<file path="config.mk">
export PLATFORM = sky130hd
export DESIGN_NAME = p405s_itlb_shadowlookup_flat
export DESIGN_NICKNAME = d
export VERILOG_FILES = /design/src/rtl/p405s_itlb_shadowlookup_if.sv /design/src/rtl/p405s_itlb_shadowlookup.sv /design/src/flat_wrapper.sv
export SDC_FILE = /design/constraint.sdc
export NUM_CORES = 1
export LEC_CHECK = 0
export CORE_AREA = 2 2 100 121
export DETAILED_ROUTE_END_ITERATION = 12
export DIE_AREA = 0 0 102 123
export PLACE_DENSITY = 0.72
export RECOVER_POWER = 100
export SLEW_MARGIN = 20
export SYNTH_ARGS = -nofsm -noshare
export SYNTH_HDL_FRONTEND = slang
export SYNTH_SLANG_ARGS = --single-unit
</file>
<file path="constraint.sdc">
create_clock -name cb -period 1.85 [get_ports cb]
set_input_delay 0.555 -clock cb [delete_from_list [all_inputs] [get_ports cb]]
set_output_delay 0.555 -clock cb [all_outputs]
set_load 0.05 [all_outputs]
</file>
<file path="src/rtl/p405s_itlb_shadowlookup_if.sv">
// Request/response bundle between the ITLB fetch front-end and the shadow-TLB lookup.
// Vectors are big-endian (bit 0 = MSB), matching the PowerPC EPN numbering.
interface p405s_itlb_shadowlookup_if #(
   parameter int EPN_W  = 22,
   parameter int SIZE_W = 7,
   parameter int IDX_W  = 2
);
   logic              lookup_valid;
   logic [0:EPN_W-1]  is_ea;
   logic              msr_ir_l2;
   logic              is_abort_neg;
   logic              write_shadow;
   logic [0:EPN_W-1]  wr_epn;
   logic [0:SIZE_W-1] wr_size;
   logic              invalidate_all;
   logic              rsp_valid;
   logic              hit;
   logic              miss;
   logic [IDX_W-1:0]  hit_idx;
   logic              multi_hit;
   logic [IDX_W-1:0]  victim_idx;

   modport master (
      output lookup_valid, is_ea, msr_ir_l2, is_abort_neg,
             write_shadow, wr_epn, wr_size, invalidate_all,
      input  rsp_valid, hit, miss, hit_idx, multi_hit, victim_idx
   );

   modport slave (
      input  lookup_valid, is_ea, msr_ir_l2, is_abort_neg,
             write_shadow, wr_epn, wr_size, invalidate_all,
      output rsp_valid, hit, miss, hit_idx, multi_hit, victim_idx
   );
endinterface

</file>
<file path="src/rtl/p405s_itlb_shadowlookup.sv">
// N-entry instruction shadow-TLB: masked EPN compare, registered hit/miss, round-robin refill.
// Lookups always see pre-edge contents; writes and invalidates land at the same edge.
module p405s_itlb_shadowlookup #(
   parameter int ENTRIES = 4,
   parameter int EPN_W   = 22,
   parameter int SIZE_W  = 7
) (
   input  logic cb,
   input  logic reset_core,
   p405s_itlb_shadowlookup_if.slave bus
);
   localparam int IDX_W = $clog2(ENTRIES);
   localparam int BASE  = EPN_W - 2*SIZE_W;

   logic [0:EPN_W-1]  epn_q  [ENTRIES];
   logic [0:SIZE_W-1] size_q [ENTRIES];
   logic [ENTRIES-1:0] valid_q;
   logic [IDX_W-1:0]   victim_q;

   logic [0:EPN_W-1]   care_mask [ENTRIES];
   logic [ENTRIES-1:0] match;
   logic [IDX_W-1:0]   enc_idx;
   logic               any_match;
   logic               many_match;
   logic               found;
   logic               accept;
   logic               wr_en;
   logic               miss_nxt;

   logic               rsp_valid_q;
   logic               hit_q;
   logic               miss_q;
   logic [IDX_W-1:0]   hit_idx_q;
   logic               multi_hit_q;

   assign accept = bus.lookup_valid & bus.is_abort_neg;
   assign wr_en  = bus.write_shadow & bus.is_abort_neg & ~bus.invalidate_all;

   // Each size bit j drops the EPN pair (BASE+2j, BASE+2j+1) from the compare.
   always_comb begin
      for (int e = 0; e < ENTRIES; e++) begin
         care_mask[e] = '1;
         for (int j = 0; j < SIZE_W; j++) begin
            if (size_q[e][j]) begin
               care_mask[e][BASE+2*j]   = 1'b0;
               care_mask[e][BASE+2*j+1] = 1'b0;
            end
         end
         match[e] = valid_q[e] & (((epn_q[e] ^ bus.is_ea) & care_mask[e]) == '0);
      end
   end

   always_comb begin
      enc_idx    = '0;
      found      = 1'b0;
      many_match = 1'b0;
      for (int e = 0; e < ENTRIES; e++) begin
         if (match[e]) begin
            if (found) many_match = 1'b1;
            else       enc_idx    = IDX_W'(e);
            found = 1'b1;
         end
      end
      any_match = found;
      miss_nxt  = bus.msr_ir_l2 & ~any_match;
   end

   always_ff @(posedge cb or posedge reset_core) begin
      if (reset_core) begin
         rsp_valid_q <= 1'b0;
         hit_q       <= 1'b0;
         miss_q      <= 1'b0;
         hit_idx_q   <= '0;
         multi_hit_q <= 1'b0;
      end else begin
         rsp_valid_q <= accept;
         if (accept) begin
            miss_q      <= miss_nxt;
            hit_q       <= ~miss_nxt;
            hit_idx_q   <= enc_idx;
            multi_hit_q <= bus.msr_ir_l2 & many_match;
         end
      end
   end

   always_ff @(posedge cb or posedge reset_core) begin
      if (reset_core) begin
         valid_q  <= '0;
         victim_q <= '0;
      end else if (bus.invalidate_all) begin
         valid_q  <= '0;
         victim_q <= '0;
      end else if (wr_en) begin
         valid_q[victim_q] <= 1'b1;
         victim_q          <= victim_q + 1'b1;
      end
   end

   // Tag storage carries no reset; valid_q alone qualifies it.
   always_ff @(posedge cb) begin
      if (wr_en) begin
         epn_q[victim_q]  <= bus.wr_epn;
         size_q[victim_q] <= bus.wr_size;
      end
   end

   assign bus.rsp_valid  = rsp_valid_q;
   assign bus.hit        = hit_q;
   assign bus.miss       = miss_q;
   assign bus.hit_idx    = hit_idx_q;
   assign bus.multi_hit  = multi_hit_q;
   assign bus.victim_idx = victim_q;
endmodule

</file>
<file path="src/flat_wrapper.sv">
// flat-port wrapper written by rule: the top's interface ports become plain ports
module p405s_itlb_shadowlookup_flat 
#(
   parameter int ENTRIES = 4,
   parameter int EPN_W   = 22,
   parameter int SIZE_W  = 7
)
  (cb, reset_core, bus_lookup_valid, bus_is_ea, bus_msr_ir_l2, bus_is_abort_neg, bus_write_shadow, bus_wr_epn, bus_wr_size, bus_invalidate_all, bus_rsp_valid, bus_hit, bus_miss, bus_hit_idx, bus_multi_hit, bus_victim_idx);
  p405s_itlb_shadowlookup_if #(.EPN_W(EPN_W), .SIZE_W(SIZE_W), .IDX_W((2))) bus_i ();
  input  logic cb;
  input  logic reset_core;
  input wire logic [$bits(bus_i.lookup_valid)-1:0] bus_lookup_valid;
  input wire logic [$bits(bus_i.is_ea)-1:0] bus_is_ea;
  input wire logic [$bits(bus_i.msr_ir_l2)-1:0] bus_msr_ir_l2;
  input wire logic [$bits(bus_i.is_abort_neg)-1:0] bus_is_abort_neg;
  input wire logic [$bits(bus_i.write_shadow)-1:0] bus_write_shadow;
  input wire logic [$bits(bus_i.wr_epn)-1:0] bus_wr_epn;
  input wire logic [$bits(bus_i.wr_size)-1:0] bus_wr_size;
  input wire logic [$bits(bus_i.invalidate_all)-1:0] bus_invalidate_all;
  output wire logic [$bits(bus_i.rsp_valid)-1:0] bus_rsp_valid;
  output wire logic [$bits(bus_i.hit)-1:0] bus_hit;
  output wire logic [$bits(bus_i.miss)-1:0] bus_miss;
  output wire logic [$bits(bus_i.hit_idx)-1:0] bus_hit_idx;
  output wire logic [$bits(bus_i.multi_hit)-1:0] bus_multi_hit;
  output wire logic [$bits(bus_i.victim_idx)-1:0] bus_victim_idx;
  assign bus_i.lookup_valid = bus_lookup_valid;
  assign bus_i.is_ea = bus_is_ea;
  assign bus_i.msr_ir_l2 = bus_msr_ir_l2;
  assign bus_i.is_abort_neg = bus_is_abort_neg;
  assign bus_i.write_shadow = bus_write_shadow;
  assign bus_i.wr_epn = bus_wr_epn;
  assign bus_i.wr_size = bus_wr_size;
  assign bus_i.invalidate_all = bus_invalidate_all;
  assign bus_rsp_valid = bus_i.rsp_valid;
  assign bus_hit = bus_i.hit;
  assign bus_miss = bus_i.miss;
  assign bus_hit_idx = bus_i.hit_idx;
  assign bus_multi_hit = bus_i.multi_hit;
  assign bus_victim_idx = bus_i.victim_idx;
  p405s_itlb_shadowlookup #(.ENTRIES(ENTRIES), .EPN_W(EPN_W), .SIZE_W(SIZE_W)) u_core (.cb(cb), .reset_core(reset_core), .bus(bus_i));
endmodule
</file>
==> flow_summary_export.csv <==
group,metric,value,unit
timing,post-route-period-util,112,%
worst_setup_path,endpoint_kind,"flip-flop",
floorplan,die_x,102,um
floorplan,start_util,46.0,%
synthesis,synth_nets,388,
timing,fmax,481,MHz
cells_and_area,final_common_cell,"edfxtp_1",
placement,dp_slack,-0.903,ns
synthesis,syn_inst,326,
power,p_comb_share,6.8,%
global_route,grt-ovfl-total,0,
floorplan,core-area,11400,um2
outcome,violations,"negative setup slack",
timing,tightest_slew,0.492,ns
routing,dr.first_iter.drc_count,106,
power,ir_worst_vdd,0.000811,V
power,p_seq_share,44.1,%
timing,finalHoldViolations,0,
routing,wl_per_cell,18.1,um
worst_setup_path,crit_required,2.16,ns
routing,dr.pass1.iters,4,
min_path,hold_path.class,"flip-flop to flip-flop",
placement,placed_cells,560,
outcome,status,"finished with violations",
routing,wl_met3,569,um
power,switchingPower,1.49,mW
cells_and_area,fin_nets,488,
timing,tns,-0.918,ns
clock_network,cts_tree,"done",
global_route,grt_max_degree,19,
cells_and_area,multi_input_area,1610,um2
synthesis,synth-seq-cells,128,
global_route,grt_usage,19.0,%
synthesis,synth-async-reset-ratio,9.38,%
cells_and_area,final-instance-count-excl-fill,596,
placement,portBuffers,65,
cells_and_area,post-route-util,63.4,%
worst_setup_path,cp.arrival,2.39,ns
cells_and_area,seq_area,3780,um2
routing,route.vias.total,2981,
timing,report.final.slew_viol_count,0,
floorplan,die_h,123,um
power,p_per_area,1010,nW/um2
synthesis,netlist_area,5250,um2
timing,slew_headroom,67.2,%
cells_and_area,final_cell_mix,"edfxtp_1 (116), xnor2_1 (56), dlygate4sd3_1 (31), a21oi_1 (19), clkbuf_16 (17)",
routing,met1_length,4.20,mm
cells_and_area,drive_gt1_share,28.9,%
timing,finClkSkew,0.00957,ns
routing,met2_length,5.71,mm
synthesis,yosysWarnings,0,
clock_network,clock_latency,0.42,ns
worst_setup_path,path_class,"flip-flop to flip-flop",
power,finalPower,7.32,mW
timing,fin_crit,2.08,ns
synthesis,avgSynthCellArea,16.1,um2
cells_and_area,antenna_cells,0,
floorplan,rows,43,
power,p_leak,2.59,nW
synthesis,yosysSeqAreaShare,72.1,%
worst_setup_path,crit_fanout,6,
timing,rsz0062_at_grt,"true",
placement,dp_hpwl,7.40,mm
placement,gp_congestion,0.818,
routing,antenna_left,0,
synthesis,synth-main-ff-cell,"edfxtp_1",
power,p_clk_share,49.0,%
routing,wirelength,10.8,mm
clock_network,path_clk_slew,0.06,ns
routing,drc,0,
timing,fin_ws,-0.229,ns
clock_network,cts_max_level,4,
global_route,antenna_found_initial,0,
clock_network,holdBufCountCts,0,
worst_setup_path,crit_path_start_kind,"flip-flop",
power,intPower,5.83,mW
clock_network,cts_buffers,17,
global_route,grt_pass1_wl,16.7,mm
floorplan,die_area,12500,um2
run,cap_violations,0,
cells_and_area,syn2layout_area_growth,37.7,%
clock_network,cts.sinks,128,
global_route,grt_pass1_vias,3186,
routing,maxUsedRoutingLayer,"met4",
clock_network,cts_max_path_buffers,2,
clock_network,clock-root-buffer,"clkbuf_16",
cells_and_area,nFillCells,864,
routing,via_per_inst,5.00,
synthesis,yosysUniqueCellTypes,31,
power,swShare,20.3,%
timing,setup_violations,5,
synthesis,synth_edf_count,116,
floorplan,io_pins,66,
==> through the flow <==
step / hold slack [ns] / cell area (um2)
floorplan: 0.420 / 5350
detailed placement: 0.470 / 6370
finish: 0.476 / 7230
global placement: 0.462 / 6370
global route: 0.508 / 7230
CTS: 0.467 / 7230
==> flip-flops by register name, indices dropped and copies added, names as in the netlist <==
name,count
u_core.bus.victim_idx,2
u_core.bus.miss,1
u_core.bus.rsp_valid,1
u_core.bus.hit,1
u_core.bus.multi_hit,1
u_core.epn_q,88
u_core.bus.hit_idx,2
u_core.size_q,28
u_core.valid_q,4
==> Yosys cell counts, types with 2 or more instances <==
cell	number	share of area [%]
edfxtp_1	116	66
xnor2_1	71	12
a21oi_1	29	2.8
xor2_1	16	2.7
dfrtp_1	12	5.7
buf_2	10	0.95
nand3_1	9	0.86
nor4_1	8	0.95
nand2_1	6	0.43
a21o_1	5	0.72
inv_1	5	0.36
and2_1	4	0.48
and3_1	4	0.48
buf_6	4	0.86
ha_1	4	0.95
or4_1	4	0.57
nor2_1	3	0.21
clkbuf_1	2	0.14
xnor2_2	2	0.62
==> final cells by class <==
cell class	instances	share of cell area (%)
Clock buffer	17	5.89
Clock inverter	15	3.00
Inverter	5	0.260
Multi-Input combinational cell	177	22.3
Sequential cell	128	52.4
Tap cell	157	2.72
Timing Repair Buffer	97	13.5
==> metal layers <==
metal	global-route usage [%]	vias up
li1	-	1387
met4	9.67	0
met3	6.39	27
met1	20.8	1483
met2	32.6	84
met5	0	-
==> power by group through the flow <==
| stage | sequential [mW] | clock, mW | combinational, mW |
|---|---|---|---|
| after floorplan | 3.31 | 0 | 0.214 |
| after global placement | 3.28 | 0 | 0.487 |
| after detailed placement | 3.29 | 0 | 0.496 |
| after CTS | 3.23 | 3.64 | 0.523 |
| after global routing | 3.23 | 3.76 | 0.539 |
| final | 3.23 | 3.59 | 0.501 |
==> timing repair <==
action | in CTS | in global routing
gates resized for setup | 81 | 11
hold endpoints to repair | 0 | 0
cloned | 0 | 0
setup endpoints to repair | 5 | 5
setup buffers | 3 | 2
pin swaps | 26 | 7
==> worst max-delay path: stages, from the launching register on <==
cell and delay (ns):
edfxtp_1 0.43, xnor2_2 0.22, a21oi_2 0.07, or4_4 0.52
nor3_4 0.36, buf_6 0.15, a2111oi_2 0.04, a21o_1 0.17
==> final timing paths <==
path                               startpoint               endpoint  slack [ns]  cells past startpoint
max in group asynchronous          reset_core      u_core.valid_q[1]        0.92                      2
setup / recovery           u_core.epn_q[1][9]  u_core.bus.hit_idx[1]       -0.23                      7
setup reg to reg           u_core.epn_q[1][9]  u_core.bus.hit_idx[1]       -0.23                      7
hold / removal              u_core.valid_q[3]      u_core.valid_q[3]        0.48                      1
hold reg to reg             u_core.valid_q[3]      u_core.valid_q[3]        0.48                      1
min in group asynchronous          reset_core   u_core.bus.rsp_valid        0.60                      2
==> cell families after synthesis <==
| kind of cell | share of synthesized area [%] |
|---|---|
| XOR/XNOR | 15.1 |
| adder cells (fa/ha/maj) | 0.954 |
| AND/OR/NAND/NOR | 4.79 |
| AO/OA/AOI/OAI | 4.70 |
| flip-flops | 72.1 |
| buffers and inverters | 2.31 |
(Power assumes the default switching activity.)
